===== config.mk =====
export PLATFORM = sky130hd
export DESIGN_NAME = decoder_scan_n
export DESIGN_NICKNAME = d
export VERILOG_FILES = /design/src/rtl/decoder_scan_n.sv
export SDC_FILE = /design/constraint.sdc
export NUM_CORES = 1
export LEC_CHECK = 0
export ABC_AREA = 0
export CORE_ASPECT_RATIO = 0.75
export CORE_MARGIN = 2
export CORE_UTILIZATION = 52
export CTS_CLUSTER_SIZE = 8
export DETAILED_ROUTE_END_ITERATION = 8
export HOLD_SLACK_MARGIN = 0.06
export PLACE_DENSITY = 0.87
export SLEW_MARGIN = 20
export SYNTH_ARGS = -nofsm -noshare
export SYNTH_HDL_FRONTEND = slang
export SYNTH_SLANG_ARGS = --single-unit

===== constraint.sdc =====
create_clock -name clk -period 3.5 [get_ports clk]
set_input_delay 0.7 -clock clk [delete_from_list [all_inputs] [get_ports clk]]
set_output_delay 0.7 -clock clk [all_outputs]
set_load 0.03 [all_outputs]

===== src/rtl/decoder_scan_n.sv =====
// Registered N-to-2^N one-hot decoder with hold, single-cycle pulse and auto-scan modes.
// The one-hot vector is kept in a register; y is only a polarity inversion of it.
module decoder_scan_n #(
    parameter  int SEL_W      = 4,
    parameter  int DWELL_W    = 8,
    parameter  bit ACTIVE_LOW = 1'b0,
    localparam int OUT_N      = 2**SEL_W
) (
    input  logic               clk,
    input  logic               rst,
    input  logic               en,
    input  logic [1:0]         mode,
    input  logic               load,
    input  logic [SEL_W-1:0]   sel,
    input  logic [DWELL_W-1:0] dwell,
    output logic [OUT_N-1:0]   y,
    output logic [SEL_W-1:0]   idx,
    output logic               valid,
    output logic               wrap
);
    localparam logic [1:0] M_HOLD  = 2'b00;
    localparam logic [1:0] M_PULSE = 2'b01;
    localparam logic [1:0] M_SCAN  = 2'b10;
    localparam logic [1:0] M_OFF   = 2'b11;

    logic [OUT_N-1:0]   oh, oh_d;
    logic [SEL_W-1:0]   idx_d;
    logic               valid_d, wrap_d;
    logic [DWELL_W-1:0] cnt, cnt_d;
    logic [1:0]         mode_q, mode_d;

    function automatic logic [OUT_N-1:0] dec(input logic [SEL_W-1:0] s);
        dec    = '0;
        dec[s] = 1'b1;
    endfunction

    always_ff @(posedge clk) begin
        if (rst) begin
            oh     <= '0;
            idx    <= '0;
            valid  <= 1'b0;
            wrap   <= 1'b0;
            cnt    <= '0;
            mode_q <= M_OFF;
        end else begin
            oh     <= oh_d;
            idx    <= idx_d;
            valid  <= valid_d;
            wrap   <= wrap_d;
            cnt    <= cnt_d;
            mode_q <= mode_d;
        end
    end

    always_comb begin
        oh_d    = oh;
        idx_d   = idx;
        valid_d = valid;
        wrap_d  = 1'b0;
        cnt_d   = cnt;
        mode_d  = mode_q;
        if (!en) begin
            // a pulse must never stretch, even while the clock enable is low
            if (mode_q == M_PULSE) begin
                oh_d    = '0;
                valid_d = 1'b0;
            end
        end else begin
            mode_d = mode;
            case (mode)
                M_HOLD: begin
                    cnt_d = '0;
                    if (load) begin
                        oh_d    = dec(sel);
                        idx_d   = sel;
                        valid_d = 1'b1;
                    end
                end
                M_PULSE: begin
                    cnt_d = '0;
                    if (load) begin
                        oh_d    = dec(sel);
                        idx_d   = sel;
                        valid_d = 1'b1;
                    end else begin
                        oh_d    = '0;
                        valid_d = 1'b0;
                    end
                end
                M_SCAN: begin
                    valid_d = 1'b1;
                    if (load || mode != mode_q) begin
                        idx_d = load ? sel : '0;
                        cnt_d = '0;
                    end else if (cnt >= dwell) begin
                        // live dwell compare: shrinking it mid-count advances at once
                        idx_d  = idx + 1'b1;
                        cnt_d  = '0;
                        wrap_d = (idx == {SEL_W{1'b1}});
                    end else begin
                        cnt_d = cnt + 1'b1;
                    end
                    oh_d = dec(idx_d);
                end
                default: begin
                    oh_d    = '0;
                    valid_d = 1'b0;
                    cnt_d   = '0;
                end
            endcase
        end
    end

    assign y = ACTIVE_LOW ? ~oh : oh;

endmodule

==> summary.md, run 1 <==
| Metric | Value |
|---|---|
| WL/cell | `15.31 um` |
| Post-Syn Area | `2167 sq um` |
| First-pass GRT wire length | `9.453 mm` |
| RR Endpoint | `y[9]` |
| Vias in the first global route | `2020` |
| Die height | `59.91 um` |
| Initial DRC count | `243` |
| Number of max-cap violations | `0` |
| WHS Path Cells | `2` |
| Post-route DRC violation count | `0` |
| Core Box Area | `4029 sq um` |
| Post-CTS Hold Buffers | `0` |
| Area growth syn-to-layout | `26.39%` |
| Vias | `2128` |
| Max Fanout on Critical Path | `7` |
| Mapped Cells | `263` |
| CTS clk-pin slew, worst paths | `60 ps` |
| Final net count | `333` |
| Mapped Avg Cell Area | `8.240 sq um` |
| Die area | `4705 sq um` |
| Boundary Pins | `40` |
| Die Wd | `78.54 um` |
| GRT Overall Usage | `25.85%` |
| Slew Viols, Final | `0` |
| Status | `complete, no violations` |
| GRT overflow | `0` |
| Worst hold slack | `468.4 ps` |
| Worst VDD drop | `188.9 uV` |
| Asr flop ratio synth | `0%` |
| #FFs+latches synth | `32` |
| Ant. Diodes | `0` |
| Minimum clock period | `3256 ps` |
| Post-CTS sizing | `0` |
| Routed Antenna Nets | `0` |
| CP Capture Type | `register` |
| Fin area | `2739 sq um` |
| Initial cell density of the core | `53.79%` |
| RSZ-0062 raised after global routing | `no` |
| Hold Crit Class | `reg -> reg` |
| Clock Skew | `4.018 ps` |
| Setup TNS | `0 ps` |
| Final setup viols | `0` |
| CP arrival | `3440 ps` |
| Crit path kind | `in -> reg` |
| Post-CTS Setup Bufs | `0` |
| Leak | `0.0009729 uW` |
| Slew HR | `28.67%` |
| Final Cycle Share | `93.04%` |
| Skew-Pair Late Insertion Delay | `290 ps` |
| Via-to-Cell Ratio | `5.911` |
| Maximum number of pins on one net before global-route repair | `26` |
| Fmax | `0.3071 GHz` |
| # fillers | `329` |
| Num CTS Buffers | `5` |
| CP Launch Type | `primary input` |
| Reg2reg path depth | `9` |
| WHS Endpoint | `valid` |
| Min-delay src | `valid` |
| # clock sinks | `32` |
| Layout cell share with drive strength beyond 1 | `13.77%` |
| Post-synth cell types | `55` |
| Sequential share of the synthesized area | `29.56%` |
| CTS tree | `done` |
| Clock buffer depth | `2` |
| Row count | `20` |
| Placement Cell Area | `2643 sq um` |
| PD cells | `306.5 nW/um^2` |
| Initial antenna violation count | `0` |
| PortBufs | `39` |
| CTS root buf | `clkbuf_8` |
| Warning count from the yosys run | `0` |
| DP Wirelength | `4.169 mm` |
| Fin. Hold Viols | `0` |
| Worst R2R Setup Slack | `820 ps` |
| Post-synth EDFFs | `0` |
| Slew @ Worst Pin | `1067 ps` |
| H-Tree Depth | `2` |
| WP data required | `3690 ps` |
| Final Wtd Congestion | `0.9501` |
| DRT Pass-1 Iters | `4` |
| Final WL | `5.510 mm` |
| Reg2reg start | `cnt[0]` |
| Syn Nets | `291` |
| Most used DFF post-synth | `dfxtp_1` |
[cell families (layout without fill, tap and decap cells)]
kind of cell / after synthesis / in the layout / share of synthesized area (%)
adder cells (fa/ha/maj): 10 / 10 / 5.774
AND/OR/NAND/NOR: 111 / 111 / 27.71
buffers and inverters: 27 / 69 / 4.792
XOR/XNOR: 3 / 3 / 1.905
multiplexers: 1 / 1 / 0.5196
AO/OA/AOI/OAI: 79 / 79 / 29.73
flip-flops: 32 / 32 / 29.56
[placed cells by master (no fill, tap or decap), types with 3 or more instances in the layout]
| cell | count |
|---|---|
| a221oi_1 | 9 |
| nor3b_1 | 6 |
| nor2b_1 | 5 |
| and3_1 | 5 |
| nand2_1 | 27 |
| a21oi_1 | 14 |
| nor4_1 | 4 |
| inv_1 | 14 |
| a211o_1 | 3 |
| buf_4 | 9 |
| dfxtp_1 | 32 |
| a221oi_2 | 5 |
| nand3b_1 | 4 |
| a32oi_1 | 3 |
| o21ai_0 | 7 |
| clkdlybuf4s50_1 | 39 |
| or3_1 | 5 |
| nor3_1 | 6 |
| nand3_1 | 12 |
| a21boi_0 | 12 |
| nor2_1 | 21 |
| a211oi_1 | 4 |
| ha_1 | 10 |
| clkbuf_8 | 7 |
[flip-flops by register name (all words and copies together), names as in the netlist]
register	flops
wrap	1
valid	1
mode_q	2
cnt	8
y	16
idx	4
[cell type report]
type / count / area, sq um / share of cell area, %
Multi-Input combinational cell: 204 / 1423 / 51.94
Inverter: 14 / 52.55 / 1.919
Clock buffer: 7 / 96.34 / 3.518
Timing Repair Buffer: 48 / 457.9 / 16.72
Tap cell: 55 / 68.82 / 2.513
Sequential cell: 32 / 640.6 / 23.39
[per-layer routing]
layer	up-vias	track usage, %	wire length [um]
met1	977	36.96	2753
met2	79	37.24	2265
li1	1060	-	-
met5	-	0	0
met3	12	5.740	395
met4	0	11.78	95
[power by group]
part	internal [uW]	switching (uW)	total, uW
clock	175	132	307
sequential	370	7.84	378
combinational	61.9	91.9	154
[worst max-delay path by stage]
stage                         from     to
after floorplan           dwell[7]  y[15]
after detailed placement  dwell[7]  y[10]
final                     dwell[7]  y[10]
after global placement    dwell[7]  y[15]
after global routing      dwell[7]  y[10]
after CTS                 dwell[7]  y[15]
[metrics by stage]
stage               instances  util (%)  setup slack [ps]  total power, uW
finish                    360     67.98             243.5            839.3
CTS                       360     67.98             295.2            840.8
global placement          353     65.59             67.16            533.3
detailed placement        353     65.59             20.51            536.6
floorplan                 263         -             657.1            475.4
global route              360     67.98             83.34            875.3
[worst max-delay path, cell delays in order]
cell,delay (ps)
clkdlybuf4s50_1,450
inv_1,50
ha_1,330
a21oi_1,280
a21oi_1,110
a221oi_1,320
o311a_1,360
nand3b_1,190
or3_1,420
a221oi_2,230
[cells in the mapped netlist (2+ instances only)]
cell type	n	area [sq um]
a21boi_0	12	90.09
clkbuf_1	11	41.29
buf_2	2	10.01
nor4_1	4	25.02
or3_1	5	31.28
a211oi_1	4	30.03
o21ai_1	2	10.01
nand2_1	27	101.4
nor3b_1	6	45.04
xor2_2	2	32.53
dfxtp_1	32	640.6
nor2_1	21	78.83
a311oi_2	2	30.03
a221oi_1	9	78.83
o21a_1	2	15.01
and3_1	5	31.28
nand3_1	12	60.06
nor2b_1	5	31.28
a221oi_2	5	75.07
a211o_1	3	26.28
and2b_2	2	17.52
nor3_1	6	30.03
nand2b_1	2	12.51
a21oi_1	14	70.07
a32oi_1	3	26.28
o21bai_1	2	15.01
o21ai_0	7	35.03
a22oi_1	2	15.01
nand3b_1	4	30.03
inv_1	14	52.55
ha_1	10	125.1
a32o_1	2	20.02
nand4_1	2	12.51
(Power assumes the default switching activity.)
==> inputs of run 2 (changes only) <==
- HOLD_SLACK_MARGIN: 0.06 -> 0.15
- PLACE_DENSITY: 0.87 -> 0.9
- SLEW_MARGIN: 20 -> not set
==> run 2 against run 1 <==
Against the previous run: first-iteration DRC count down 9.9%; critical path depth stayed put; sequential share of layout area increased by 0.064 points; global-route usage is 0.43 points lower; register-to-register slack about the same; core utilization is 0.19 points lower; critical path type unchanged; critical endpoint is now y[11]; largest cell class unchanged; highest routed layer unchanged.
==> summary.md, run 2 (synthesis results as in run 1) <==
| Metric | Value |
|---|---|
| CTS tree | `done` |
| Final WL | `5.507 mm` |
| Largest register FFs | `16` |
| Die Wd | `78.54 um` |
| CP arrival | `3450 ps` |
| Post-CTS sizing | `0` |
| H-Tree Depth | `2` |
| Maximum number of pins on one net before global-route repair | `27` |
| GRT overflow | `0` |
| # clock sinks | `32` |
| Row count | `20` |
| Vias | `2182` |
| Slew Viols, Final | `0` |
| DP Wirelength | `4.114 mm` |
| Setup TNS | `0 ps` |
| Fin. Hold Viols | `0` |
| Worst VDD drop | `241.1 uV` |
| GRT Overall Usage | `25.43%` |
| WL/cell | `15.34 um` |
| Fmax | `0.3058 GHz` |
| CP Capture Type | `register` |
| Hold Crit Class | `reg -> reg` |
| Final net count | `332` |
| Placed cell count | `352` |
| Most frequent cells in the layout | `clkdlybuf4s50_1 (39), dfxtp_1 (32), nand2_1 (27)` |
| WP data required | `3680 ps` |
| Number of max-cap violations | `0` |
| CTS root buf | `clkbuf_8` |
| Area growth syn-to-layout | `26.04%` |
| Post-CTS Setup Bufs | `0` |
| Boundary Pins | `40` |
| PD cells | `308.4 nW/um^2` |
| DRT Pass-1 Iters | `5` |
| Initial cell density of the core | `53.79%` |
| Crit path kind | `in -> reg` |
| Slew HR | `26.46%` |
| Initial DRC count | `219` |
| Minimum clock period | `3270 ps` |
| Ant. Diodes | `0` |
| Final Wtd Congestion | `0.9664` |
| Clock Skew | `4.399 ps` |
| Post-route DRC violation count | `0` |
| Initial antenna violation count | `0` |
| Num CTS Buffers | `5` |
| PortBufs | `39` |
| Skew-Pair Late Insertion Delay | `290 ps` |
| Die height | `59.91 um` |
| Routed Antenna Nets | `0` |
| CTS clk-pin slew, worst paths | `60 ps` |
| Post-CTS Hold Buffers | `0` |
| RSZ-0062 raised after global routing | `no` |
| Clock buffer depth | `2` |
| Non-filler instance count after layout | `359` |
| Layout cell share with drive strength beyond 1 | `13.49%` |
| Core Box Area | `4029 sq um` |
| Commonest non-fill, non-tap cell in the layout | `clkdlybuf4s50_1` |
| CP Launch Type | `primary input` |
| Die area | `4705 sq um` |
| Via-to-Cell Ratio | `6.078` |
| First-pass GRT wire length | `9.308 mm` |
| Vias in the first global route | `2044` |
| Max Fanout on Critical Path | `7` |
| Final Cycle Share | `93.43%` |
| Leak | `0.0009681 uW` |
| Final setup viols | `0` |
| Slew @ Worst Pin | `1100 ps` |
| Status | `complete, no violations` |
| # fillers | `341` |
run 2: cell types whose count changed in the layout (fill, tap and decap cells not counted), sizes merged:
cell  delta
buf      -1
run 2: routing by layer:
layer | part of all wire [%] | vias up | wire length, um | track usage (%)
met1 | 49 | 1000 | 2671 | 35.44
li1 | - | 1059 | - | -
met5 | 0 | - | 0 | 0
met2 | 41 | 106 | 2281 | 38.10
met3 | 7.9 | 17 | 436 | 5.287
met4 | 2.2 | 0 | 119 | 11.53
run 2: cell type report:
class                   instances  area (sq um)  area share (%)
well taps                      55         68.82           2.519
inverters                      14         52.55           1.924
flip-flops and latches         32         640.6           23.45
multi-input cells             204          1423           52.08
clock buffers                   7         96.34           3.527
repair buffers                 47         450.4           16.49
run 2: through the flow:
stage               instance area [sq um]  hold slack [ps]  total power [uW]  util (%)  setup slack, ps
floorplan                            2167            471.4             475.4         -            657.1
global placement                     2635            455.9             531.9     65.40            71.03
detailed placement                   2635            464.3             535.3     65.40           -13.59
CTS                                  2731            478.1             843.8     67.80            266.1
global route                         2731            502.1             875.1     67.80            125.9
finish                               2731            475.4             842.3     67.80            230.1
run 2: worst paths after layout:
check | from | end | slack (ps) | cells past startpoint
max | dwell[7] | y[11] | 230 | 10
min | valid | valid | 480 | 2
max reg2reg | cnt[7] | y[11] | 820 | 8
min reg2reg | valid | valid | 480 | 2
run 2: power breakdown:
part | internal, uW | total (uW) | switching, uW | leakage (uW)
Sequential | 370 | 378 | 7.93 | 0.000259
Combinational | 61.2 | 153 | 91.6 | 0.000659
Clock | 175 | 311 | 136 | 0.0000503
run 2: critical path, cell delays in order:
cell and delay, ps:
clkdlybuf4s50_1 460, inv_1 40, ha_1 330, a21oi_1 280, a21oi_1 120, a221oi_1 260
o311a_1 360, nand3b_1 190, or3_1 450, a221oi_2 270
==> inputs of run 3 (changes only) <==
- CAP_MARGIN: not set -> 30
- CORE_MARGIN: 2 -> 1.5
==> run 3 against run 2 <==
Against the previous run: sequential power is essentially flat; critical path depth grew 1; clock skew grew 4.7 ps; count of clock-buffer cells in the layout grew 1; core utilization grew 0.53 points; die area shrank 2.9%.
==> summary.md, run 3 (synthesis results as in run 1) <==
| Metric | Value |
|---|---|
| Status | `complete, no violations` |
| Ant. Diodes | `0` |
| CP max stage delay | `450 ps` |
| Layout cell share with drive strength beyond 1 | `13.68%` |
| Slew @ Worst Pin | `834.4 ps` |
| Leak | `0.0009781 uW` |
| Slew HR | `44.20%` |
| Vias in the first global route | `2020` |
| Row count | `20` |
| Post-route DRC violation count | `0` |
| PD cells | `303.9 nW/um^2` |
| # clock sinks | `32` |
| Placed cell count | `353` |
| Logic gate share of total power | `19.0%` |
| Fin. Hold Viols | `0` |
| GRT Overall Usage | `26.64%` |
| Worst VDD drop | `178.3 uV` |
| CTS root buf | `clkbuf_8` |
| Area growth syn-to-layout | `27.02%` |
| Final Wtd Congestion | `0.9527` |
| Clock Power Share | `35.8%` |
| Most frequent cells in the layout | `clkdlybuf4s50_1 (39), dfxtp_1 (32), nand2_1 (27)` |
| Non-filler instance count after layout | `362` |
| DRT Pass-1 Iters | `5` |
| Final Cycle Share | `93.51%` |
| Setup TNS | `0 ps` |
| Skew-Pair Late Insertion Delay | `290 ps` |
| GRT overflow | `0` |
| Multi-input gate area | `1423 sq um` |
| Psw | `241.1 uW` |
| First-pass GRT wire length | `9.501 mm` |
| Boundary Pins | `40` |
| H-Tree Depth | `2` |
| Commonest non-fill, non-tap cell in the layout | `clkdlybuf4s50_1` |
| DP Wirelength | `4.133 mm` |
| Crit path kind | `in -> reg` |
| Critical path buffers and inverters | `3` |
| Final WL | `5.702 mm` |
| Critical-path top delay cell | `clkdlybuf4s50_1` |
| PortBufs | `39` |
| WL/cell | `15.75 um` |
| # fillers | `320` |
| Die Wd | `77.54 um` |
| Crit path max-delay family | `compound AO/OA/AOI/OAI gates` |
| Final setup viols | `0` |
| Flop pwr share | `45.2%` |
| Fmax | `0.3056 GHz` |
| Register Area | `640.6 sq um` |
| Initial cell density of the core | `53.79%` |
| CP arrival | `3460 ps` |
| Clock Skew | `9.101 ps` |
| RSZ-0062 raised after global routing | `no` |
| Slew Viols, Final | `0` |
| Total power of the final layout | `836.5 uW` |
| P_int | `595.4 uW` |
| Vias | `2223` |
| Via-to-Cell Ratio | `6.141` |
| Maximum number of pins on one net before global-route repair | `22` |
| Hold Crit Class | `reg -> reg` |
| Net Sw Frac | `28.83%` |
| Number of max-cap violations | `0` |
| CTS clk-pin slew, worst paths | `60 ps` |
| Minimum clock period | `3273 ps` |
| CTS tree | `done` |
| Clock buffer depth | `2` |
| Initial DRC count | `284` |
| Final net count | `334` |
| WP data required | `3690 ps` |
| Num CTS Buffers | `5` |
| Initial antenna violation count | `0` |
| Crit-path cells | `clkdlybuf4s50_1, inv_1, ha_1, a21oi_1, and2_1, nand2_2, o311a_1, buf_4, nand3b_1, or3_1, a221oi_2` |
| Die height | `58.91 um` |
| Largest register FFs | `16` |
| Routed Antenna Nets | `0` |
| CP Launch Type | `primary input` |
| CP Capture Type | `register` |
| Max Fanout on Critical Path | `4` |
| Post-CTS sizing | `0` |
| Core Box Area | `4029 sq um` |
| Die area | `4567 sq um` |
-- run 3: per-layer routing --
| metal | vias to the layer above | track usage, % | wire (um) |
|---|---|---|---|
| met3 | 11 | 5.581 | 512 |
| met4 | 0 | 11.43 | 109 |
| met2 | 115 | 41.73 | 2497 |
| li1 | 1063 | - | - |
| met5 | - | 0 | 0 |
| met1 | 1034 | 35.97 | 2582 |
-- run 3: layout make-up --
class	instances	share of cell area, %
inverters	14	1.909
flip-flops and latches	32	23.27
multi-input cells	204	51.68
clock buffers	8	3.273
repair buffers	49	17.36
well taps	55	2.500
-- run 3: tightest hold or removal path: stages (launching register included) --
cell and delay [ps]:
dfxtp_1 310, nand2_1 50, a21oi_1 60
-- run 3: power groups by stage --
stage	clock, uW	sequential (uW)	combinational (uW)
finish	300	378	159
detailed placement	0	386	152
global placement	0	386	149
CTS	301	378	155
global route	314	378	171
floorplan	0	393	82.5
-- run 3: final timing paths --
check           start  endpoint  slack (ps)  cells after the start
max          dwell[7]     y[13]         230                     11
min             valid     valid         470                      2
max reg2reg    cnt[7]     y[13]         800                      9
min reg2reg     valid     valid         470                      2
-- run 3: stage by stage --
stage / area, sq um / setup WS [ps] / util (%) / hold slack (ps)
floorplan: 2167 / 657.1 / - / 471.4
global placement: 2655 / 66.57 / 65.90 / 454.8
detailed placement: 2655 / -35.88 / 65.90 / 449.7
CTS: 2745 / 239.1 / 68.14 / 462.0
global route: 2753 / 36.89 / 68.32 / 494.8
finish: 2753 / 227.3 / 68.32 / 469.4
-- run 3: what timing repair did --
item | CTS | global route
endpoints found under the setup margin | 0 | 2
hold buffers | 0 | 0
setup buffers | 0 | 1
